`src/rtl/matrix_vec_loader.sv`:
```
// matrix_vec_loader: assembles a serial GF(2) frame (N x N matrix followed by
// an N-element vector) onto mat_o/vec_o for an external combinational
// multiplier. It then captures the returned product, checks it against an
// internally computed product, and holds the result under valid/ready
// handshaking.
module matrix_vec_loader #(
  parameter int N = 3
) (
  input  logic             clk,
  input  logic             rst_n,
  input  logic             in_valid,
  output logic             in_ready,
  input  logic             in_bit,
  output logic [N*N-1:0]   mat_o,
  output logic [N-1:0]     vec_o,
  input  logic [N-1:0]     u_i,
  output logic             out_valid,
  input  logic             out_ready,
  output logic [N-1:0]     out_u,
  output logic             out_err
);

  localparam int TOT = N*N + N;
  localparam int CW  = (TOT > 1) ? $clog2(TOT) : 1;

  typedef enum logic [1:0] {
    LOAD = 2'd0,
    EVAL = 2'd1,
    OUT  = 2'd2
  } state_t;

  state_t          state_q, state_d;
  logic [CW-1:0]   cnt_q, cnt_d;
  logic [N*N-1:0]  mat_q, mat_d;
  logic [N-1:0]    vec_q, vec_d;
  logic [N-1:0]    out_u_q, out_u_d;
  logic            out_err_q, out_err_d;
  logic            in_ready_q, in_ready_d;
  logic            out_valid_q, out_valid_d;
  logic [N-1:0]    prod;

  assign mat_o     = mat_q;
  assign vec_o     = vec_q;
  assign out_u     = out_u_q;
  assign out_err   = out_err_q;
  assign in_ready  = in_ready_q;
  assign out_valid = out_valid_q;

  // Reference GF(2) product of the held matrix and vector, used to audit u_i
  always_comb begin
    prod = '0;
    for (int i = 0; i < N; i++) begin
      for (int j = 0; j < N; j++) begin
        prod[i] = prod[i] ^ (mat_q[i*N+j] & vec_q[j]);
      end
    end
  end

  // Next-state logic: serial load, one evaluation cycle, then hold the result until consumed
  always_comb begin
    state_d     = state_q;
    cnt_d       = cnt_q;
    mat_d       = mat_q;
    vec_d       = vec_q;
    out_u_d     = out_u_q;
    out_err_d   = out_err_q;
    in_ready_d  = in_ready_q;
    out_valid_d = out_valid_q;
    case (state_q)
      LOAD: begin
        if (in_valid) begin
          for (int k = 0; k < N*N; k++) begin
            if (cnt_q == CW'(k)) mat_d[k] = in_bit;
          end
          for (int k = 0; k < N; k++) begin
            if (cnt_q == CW'(N*N + k)) vec_d[k] = in_bit;
          end
          if (cnt_q == CW'(TOT - 1)) begin
            cnt_d      = '0;
            state_d    = EVAL;
            in_ready_d = 1'b0;
          end else begin
            cnt_d = cnt_q + 1'b1;
          end
        end
      end
      EVAL: begin
        // mat_o/vec_o have been stable for a full cycle, so u_i has settled
        out_u_d     = u_i;
        out_err_d   = (u_i != prod);
        state_d     = OUT;
        out_valid_d = 1'b1;
      end
      OUT: begin
        if (out_ready) begin
          state_d     = LOAD;
          out_valid_d = 1'b0;
          in_ready_d  = 1'b1;
        end
      end
      default: begin
        state_d     = LOAD;
        cnt_d       = '0;
        in_ready_d  = 1'b1;
        out_valid_d = 1'b0;
      end
    endcase
  end

  // State and datapath registers; reset returns to an empty LOAD with no pending result
  always_ff @(posedge clk or negedge rst_n) begin
    if (!rst_n) begin
      state_q     <= LOAD;
      cnt_q       <= '0;
      mat_q       <= '0;
      vec_q       <= '0;
      out_u_q     <= '0;
      out_err_q   <= 1'b0;
      in_ready_q  <= 1'b1;
      out_valid_q <= 1'b0;
    end else begin
      state_q     <= state_d;
      cnt_q       <= cnt_d;
      mat_q       <= mat_d;
      vec_q       <= vec_d;
      out_u_q     <= out_u_d;
      out_err_q   <= out_err_d;
      in_ready_q  <= in_ready_d;
      out_valid_q <= out_valid_d;
    end
  end

endmodule

```
`config.mk`:
```
export PLATFORM = sky130hd
export DESIGN_NAME = matrix_vec_loader
export DESIGN_NICKNAME = d
export VERILOG_FILES = /design/src/rtl/matrix_vec_loader.sv
export SDC_FILE = /design/constraint.sdc
export NUM_CORES = 1
export LEC_CHECK = 0
export ABC_AREA = 0
export BUFFER_PORTS_ARGS = -buffer_cell sky130_fd_sc_hd__buf_2
export CAP_MARGIN = 20
export CORE_ASPECT_RATIO = 1.4
export CORE_MARGIN = 3
export CORE_UTILIZATION = 30
export CTS_CLUSTER_SIZE = 24
export DETAILED_ROUTE_END_ITERATION = 12
export GPL_ROUTABILITY_DRIVEN = 0
export PLACE_DENSITY = 0.6
export SYNTH_ARGS = -nofsm -noshare
export SYNTH_HDL_FRONTEND = slang
export SYNTH_SLANG_ARGS = --single-unit
```
`constraint.sdc`:
```
create_clock -name clk -period 4.75 [get_ports clk]
set_input_delay 0.95 -clock clk [delete_from_list [all_inputs] [get_ports clk]]
set_output_delay 0.95 -clock clk [all_outputs]
set_load 0.1 [all_outputs]
```
Word-level counts from Yosys, hierarchy flattened
Cells that the tools add are included.
{"block": "totals", "regBits": 24, "out_inout_bits": 18, "word_cells": 86}
{"block": "classes", "addsub": 1, "eq_ne": 17, "n_mux": 13, "n_bitwise": 18, "reduce_logical": 19}
{"operator": "AND reduction 3 bit", "n": 13}
{"operator": "equality test 4 x 3 -> 1 bit, second input constant", "n": 4}
{"operator": "equality test 4 bit, second input constant", "n": 4}
{"operator": "bitwise AND 1 bit", "n": 9}
{"operator": "equality test 4 x 2 -> 1 bit, second input constant", "n": 2}
{"operator": "2-to-1 mux 4 bit", "n": 2}
{"operator": "one-hot mux 4 bit (2 select lines)", "n": 1}
{"operator": "2-to-1 mux 2 bit", "n": 3}
{"operator": "!= test 2 bit, second input constant", "n": 3}
{"operator": "one-hot mux 1 bit (3 select lines)", "n": 2}
{"operator": "one-hot mux 2 bit (3 select lines)", "n": 1}
{"operator": "bitwise XOR 1 bit", "n": 6}
{"operator": "adder 4 x 1 -> 4 bit, second input constant", "n": 1}
{"operator": "equality test 4 x 1 -> 1 bit, second input constant", "n": 1}
{"operator": "zero test 4 bit", "n": 1}
{"operator": "2-to-1 mux 1 bit", "n": 4}
{"operator": "AND reduction 2 bit", "n": 2}
{"operator": "AND reduction 4 bit", "n": 1}
{"operator": "!= test 3 bit", "n": 1}
{"operator": "NOT 1 bit", "n": 3}
{"operator": "equality test 2 x 1 -> 1 bit, second input constant", "n": 1}
{"operator": "equality test 2 bit, second input constant", "n": 1}
{"operator": "zero test 2 bit", "n": 1}
{"operator": "OR reduction 2 bit", "n": 1}

Logic depth before layout (Yosys ltp)
Gate-level depths: netlist of run 1.
{"block": "depth", "depth_word": 4, "depth_mapped": 7, "mapped_depth_nobuf": 6}

Least setup slack after synthesis of run 1
OpenSTA, ideal clock, no wires.
{"block": "synth_timing", "kind": "reg-to-output", "start": "reg vec_q[0], in the netlist vec_o[0]", "end": "out vec_o[0]", "arrival_ns": 0.940, "setup_slack_ns": 2.860, "stages_incl_launch_ff": 1, "cell_sequence": "dfrtp_1"}
{"element": "start: declaration", "line_no": "35", "rtl": "logic [N-1:0] vec_q, vec_d;"}
{"element": "start signal: assignment", "line_no": "125", "rtl": "vec_q <= vec_d;"}
{"element": "end: declaration", "line_no": "15", "rtl": "output logic [N-1:0] vec_o,"}
No word-level cell between the ends.

Final worst setup path of run 1
{"block": "layout_timing", "start": "reg in_ready_q, in the netlist in_ready", "end": "out in_ready"}
{"element": "start: declaration", "line_no": "38", "rtl": "logic in_ready_q, in_ready_d;"}
{"element": "start signal: assignment", "line_no": "128", "rtl": "in_ready_q <= in_ready_d;"}
{"element": "end: declaration", "line_no": "12", "rtl": "output logic in_ready,"}
No word-level cell between the ends.

==> reports/metrics.cfg, run 1 <==
[run_status]
status=finished clean

[setup_path]
worst_path_max_delay_cell=dfstp_2
critPathArrivalTime_ns=1.22
required_ns=3.80
worstPathMaxFanout=2
cp.buffers_inverters=1
path_class=reg2out
cp-start-kind=register
r2r_slack_ns=2.90
cpLargestDelayFamily=flip-flops
slowest_delay_ns=0.53
path_cells=buf_2
endpoint_kind=output port

[synthesis]
yosysTopAreaCellShare_pct=44.0
yosysUniqueCellTypes=29
synthTopCellsByArea=dfrtp_1, mux2_2, ha_1, nand2_1, mux2_4
synth_edf_count=0
synth_top_cell_by_area=dfrtp_1
yosys_warnings=0
yosysMostFrequentCell=nand2_1
syn_avg_cell_area_sq_um=11.1
synthCells=118
synthesis.nets=134
ys_seq_elements=24
ys.flop_type=dfrtp_1
netlist_area_sq_mm=0.00131
synth_common_cells=nand2_1, dfrtp_1, mux2_2, ha_1, xnor2_1
yosysSeqAreaShare_pct=46.0
synthArstFlopShare_pct=100

[route]
wirelength_mm=2.65
via_per_inst=5.03
drc=0
via_count=940
ant_nets=0
drt_first_pass_iters=4
drt_iter0_drc=17
wl_per_cell_um=14.2

[place]
io_buffers=25
hpwlAfterDp_mm=2.08

[timing]
finalCritPeriodShare_pct=45.7
rsz0062_at_grt=false
worst_slew_pin_slew_ns=0.534
maxSlewHeadroom_pct=64.4
tns_ns=0
final-max-slew-violation-count=0
max_freq_mhz=461
timing.final.crit_period_ns=2.17
finClkSkew_ns=0.00106
hold_viol_final=0
setup_viol=0

[finish]
area_growth_pct=18.0
antenna_cells=0
nets=161
fillers=403
drive_gt1_share_pct=34.7

[clock_tree]
clock_latency_ns=0.27
hold_buffers=0
cts_buffer_depth=2
numCtsBuffers=3
cts_tree=yes
cts_resized=0
clock-root-buffer=clkbuf_8
cts_sinks=24
postCtsSetupBuffers=0
cts_max_level=1
clk_pin_slew_ns=0.08

[floorplan]
fp.dieH_um=84.1
pin_count=26
num_rows=27
coreArea_sq_mm=0.00405
die_w_um=61.8
initial_core_util_pct=32.3
dieArea_sq_mm=0.00520

[global_route]
grt_max_degree=25
grt_antenna_before_repair=0
grt_first_pass_wirelength_mm=4.38
grt_usage_pct=11.2
grt-ovfl-total=0
grt_pass1_vias=919

[worst_hold_path]
min_path_type=reg2reg

[run]
maxCapViolCount=0

-- cell usage in the layout (no fill, tap or decap), types with 2 or more instances in the layout --
master / netlist / routed
buf_2: 0 / 25
inv_1: 4 / 4
dfrtp_1: 23 / 23
nand3_1: 2 / 2
a21oi_1: 2 / 2
nand2_1: 25 / 25
clkbuf_8: 0 / 3
o31ai_1: 2 / 2
nor2b_1: 3 / 3
nor2_1: 3 / 3
xor2_1: 3 / 3
mux2_4: 4 / 4
mux2_2: 12 / 12
o21ai_0: 3 / 3
nor3b_2: 2 / 2
a22o_1: 2 / 2
ha_1: 8 / 8
xnor2_1: 6 / 6
-- path summary, 6_finish.rpt --
check	start	end	cells past startpoint
max	in_ready	in_ready	1
min	in_ready	in_ready	2
max reg2reg	state_q[0]	mat_o[6]	6
min reg2reg	in_ready	in_ready	2
max in group asynchronous	rst_n	in_ready	1
min in group asynchronous	rst_n	mat_o[5]	1
-- per-layer routing --
| metal | share of wire [%] | global-route usage [%] | vias to the layer above |
|---|---|---|---|
| li1 | - | - | 453 |
| met1 | 41 | 12.8 | 456 |
| met2 | 53 | 19.5 | 26 |
| met3 | 3.5 | 1.86 | 5 |
| met4 | 1.9 | 4.63 | 0 |
| met5 | 0 | 0 | - |
-- cells by family after synthesis --
logic type / Yosys count / share of synthesized area [%]
AO/OA/AOI/OAI: 12 / 6.51
flip-flops: 24 / 46.0
adder cells (fa/ha/maj): 8 / 7.66
XOR/XNOR: 9 / 6.03
AND/OR/NAND/NOR: 41 / 15.7
multiplexers: 17 / 15.8
buffers and inverters: 7 / 2.30
-- flip-flops by register name (all words and copies together), names as in the netlist --
name / count
cnt_q: 4
in_ready: 1
mat_o: 9
out_err: 1
out_u: 3
out_valid: 1
state_q: 2
vec_o: 3
-- through the flow --
| stage | instances | area, sq um | hold slack (ns) | util [%] | setup WS (ns) |
|---|---|---|---|---|---|
| 2_1_floorplan | 118 | 1310 | 0.485 | - | 2.86 |
| 3_3_place_gp | 183 | 1470 | 0.474 | 36.3 | 2.75 |
| 3_5_place_dp | 183 | 1470 | 0.487 | 36.3 | 2.71 |
| 4_1_cts | 187 | 1540 | 0.500 | 38.1 | 2.57 |
| 5_1_grt | 187 | 1540 | 0.509 | 38.1 | 2.54 |
| 6_report | 187 | 1540 | 0.494 | 38.1 | 2.58 |
-- layout make-up --
type                            count  area (sq um)  share of cell area (%)
Clock buffer                        3          41.3                    2.68
Clock inverter                      1          30.0                    1.95
Inverter                            4          15.0                   0.973
Multi-Input combinational cell     87           676                    43.8
Sequential cell                    24           602                    39.0
Tap cell                           43          53.8                    3.49
Timing Repair Buffer               25           125                    8.11
Power of run 1 is not shown: default switching activity piles up to over one toggle a cycle in this logic, so the estimate is an artifact.
==> run 2: changes to the inputs <==
- clock period: 4.75 -> 2.05 ns (I/O delays scaled with it)
==> reports/metrics.cfg, run 2 (synthesis gave the netlist of run 1 again) <==
[global_route]
grt-ovfl-total=0  ; unchanged
grt_usage_pct=11.1  ; -0.13 points
grt_pass1_vias=996  ; +8.4%
grt_max_degree=25  ; unchanged
grt_antenna_before_repair=0  ; unchanged
grt_first_pass_wirelength_mm=4.43  ; +1.1%

[timing]
timing.final.crit_period_ns=1.67
max_freq_mhz=598
final-max-slew-violation-count=0  ; unchanged
rsz0062_at_grt=false
setup_viol=0  ; unchanged
finalCritPeriodShare_pct=81.6
worst_slew_pin_slew_ns=0.543  ; +0.00899 ns
tns_ns=0  ; unchanged
maxSlewHeadroom_pct=63.8  ; -0.60 points
hold_viol_final=0  ; unchanged
finClkSkew_ns=0.00516  ; +0.00410 ns

[clock_tree]
cts_tree=yes
clock_latency_ns=0.26  ; about the same
cts_sinks=24  ; unchanged
postCtsSetupBuffers=0  ; unchanged
hold_buffers=0  ; unchanged
cts_max_level=1  ; unchanged
clock-root-buffer=clkbuf_8
cts_buffer_depth=2  ; unchanged
cts_resized=0  ; unchanged
numCtsBuffers=3  ; unchanged
clk_pin_slew_ns=0.08  ; about the same

[finish]
largest_reg_flops=9  ; unchanged
nets=162  ; +0.62%
mostFrequentLayoutCells=nand2_1, buf_2, dfrtp_1
antenna_cells=0  ; unchanged
drive_gt1_share_pct=34.5  ; -0.24 points
fillers=414  ; +2.7%
area_growth_pct=16.6

[floorplan]
pin_count=26  ; unchanged
die_w_um=61.8  ; unchanged
dieArea_sq_mm=0.00520  ; unchanged
initial_core_util_pct=32.3  ; unchanged
coreArea_sq_mm=0.00405  ; unchanged
num_rows=27  ; unchanged
fp.dieH_um=84.1  ; unchanged

[setup_path]
required_ns=2.20  ; -1.60 ns
reg2reg_from=state_q[0]
r2r_slack_ns=0.38  ; -2.52 ns
worstRegToRegCells=6  ; unchanged
path_class=reg2reg
r2r-end=vec_o[0]
worstPathMaxFanout=4  ; +2
critPathArrivalTime_ns=1.82  ; +0.60 ns
cp-start-kind=register
endpoint_kind=register

[route]
ant_nets=0  ; unchanged
wl_per_cell_um=14.2  ; +0.60%
via_count=940  ; unchanged
drt_first_pass_iters=3  ; -1
drt_iter0_drc=16  ; -1
wirelength_mm=2.68  ; +1.1%
drc=0  ; unchanged
via_per_inst=5.00  ; -0.53%

[worst_hold_path]
min_path_type=in2async

[run_status]
status=finished clean

[place]
hpwlAfterDp_mm=2.09  ; +0.43%
io_buffers=25  ; unchanged

[run]
maxCapViolCount=0  ; unchanged

-- run 2: cell count changes in the layout (fill, tap and decap cells not counted), sizes merged --
| cell | delta |
|---|---|
| bufinv | -1 |
| buf | +1 |
| clkbuf | +1 |
-- run 2: stage by stage --
step	cell area [sq um]	hold slack (ns)	util (%)	setup slack (ns)	cells
2_1_floorplan	1310	0.114	-	0.357	118
3_3_place_gp	1480	0.420	36.5	0.419	184
3_5_place_dp	1480	0.430	36.5	0.393	184
4_1_cts	1520	0.138	37.6	0.360	188
5_1_grt	1520	0.149	37.6	0.267	188
6_report	1520	0.119	37.6	0.377	188
-- run 2: worst max-delay path by stage --
stage                    start  slack (ns)         end
CTS                 state_q[0]        0.36    vec_o[2]
global placement    state_q[0]        0.42    mat_o[8]
finish              state_q[0]        0.38    vec_o[0]
global route          cnt_q[0]        0.27  state_q[1]
floorplan             vec_o[2]        0.36     out_err
detailed placement  state_q[0]        0.39    mat_o[8]
-- run 2: worst max-delay path, cell delays in order, from the launching register on --
cell and delay (ns):
dfrtp_1 0.41, inv_1 0.12, ha_1 0.19, nand2_2 0.10, nor3b_2 0.32, nand2_1 0.12, mux2_4 0.30
-- run 2: layer usage --
metal | vias up | track usage, % | routed length (um)
met5 | - | 0 | 0
met4 | 0 | 4.05 | 35
met3 | 4 | 1.39 | 84
met2 | 19 | 19.8 | 1460
met1 | 458 | 12.6 | 1100
li1 | 459 | - | -
-- run 2: area by class of cell --
class	count	area, sq um	share of cell area (%)
clock buffers	4	45.0	2.96
inverters	4	15.0	0.985
multi-input cells	87	676	44.3
flip-flops and latches	24	602	39.5
well taps	43	53.8	3.53
repair buffers	26	133	8.70
Power of run 2 is left out for the same reason.
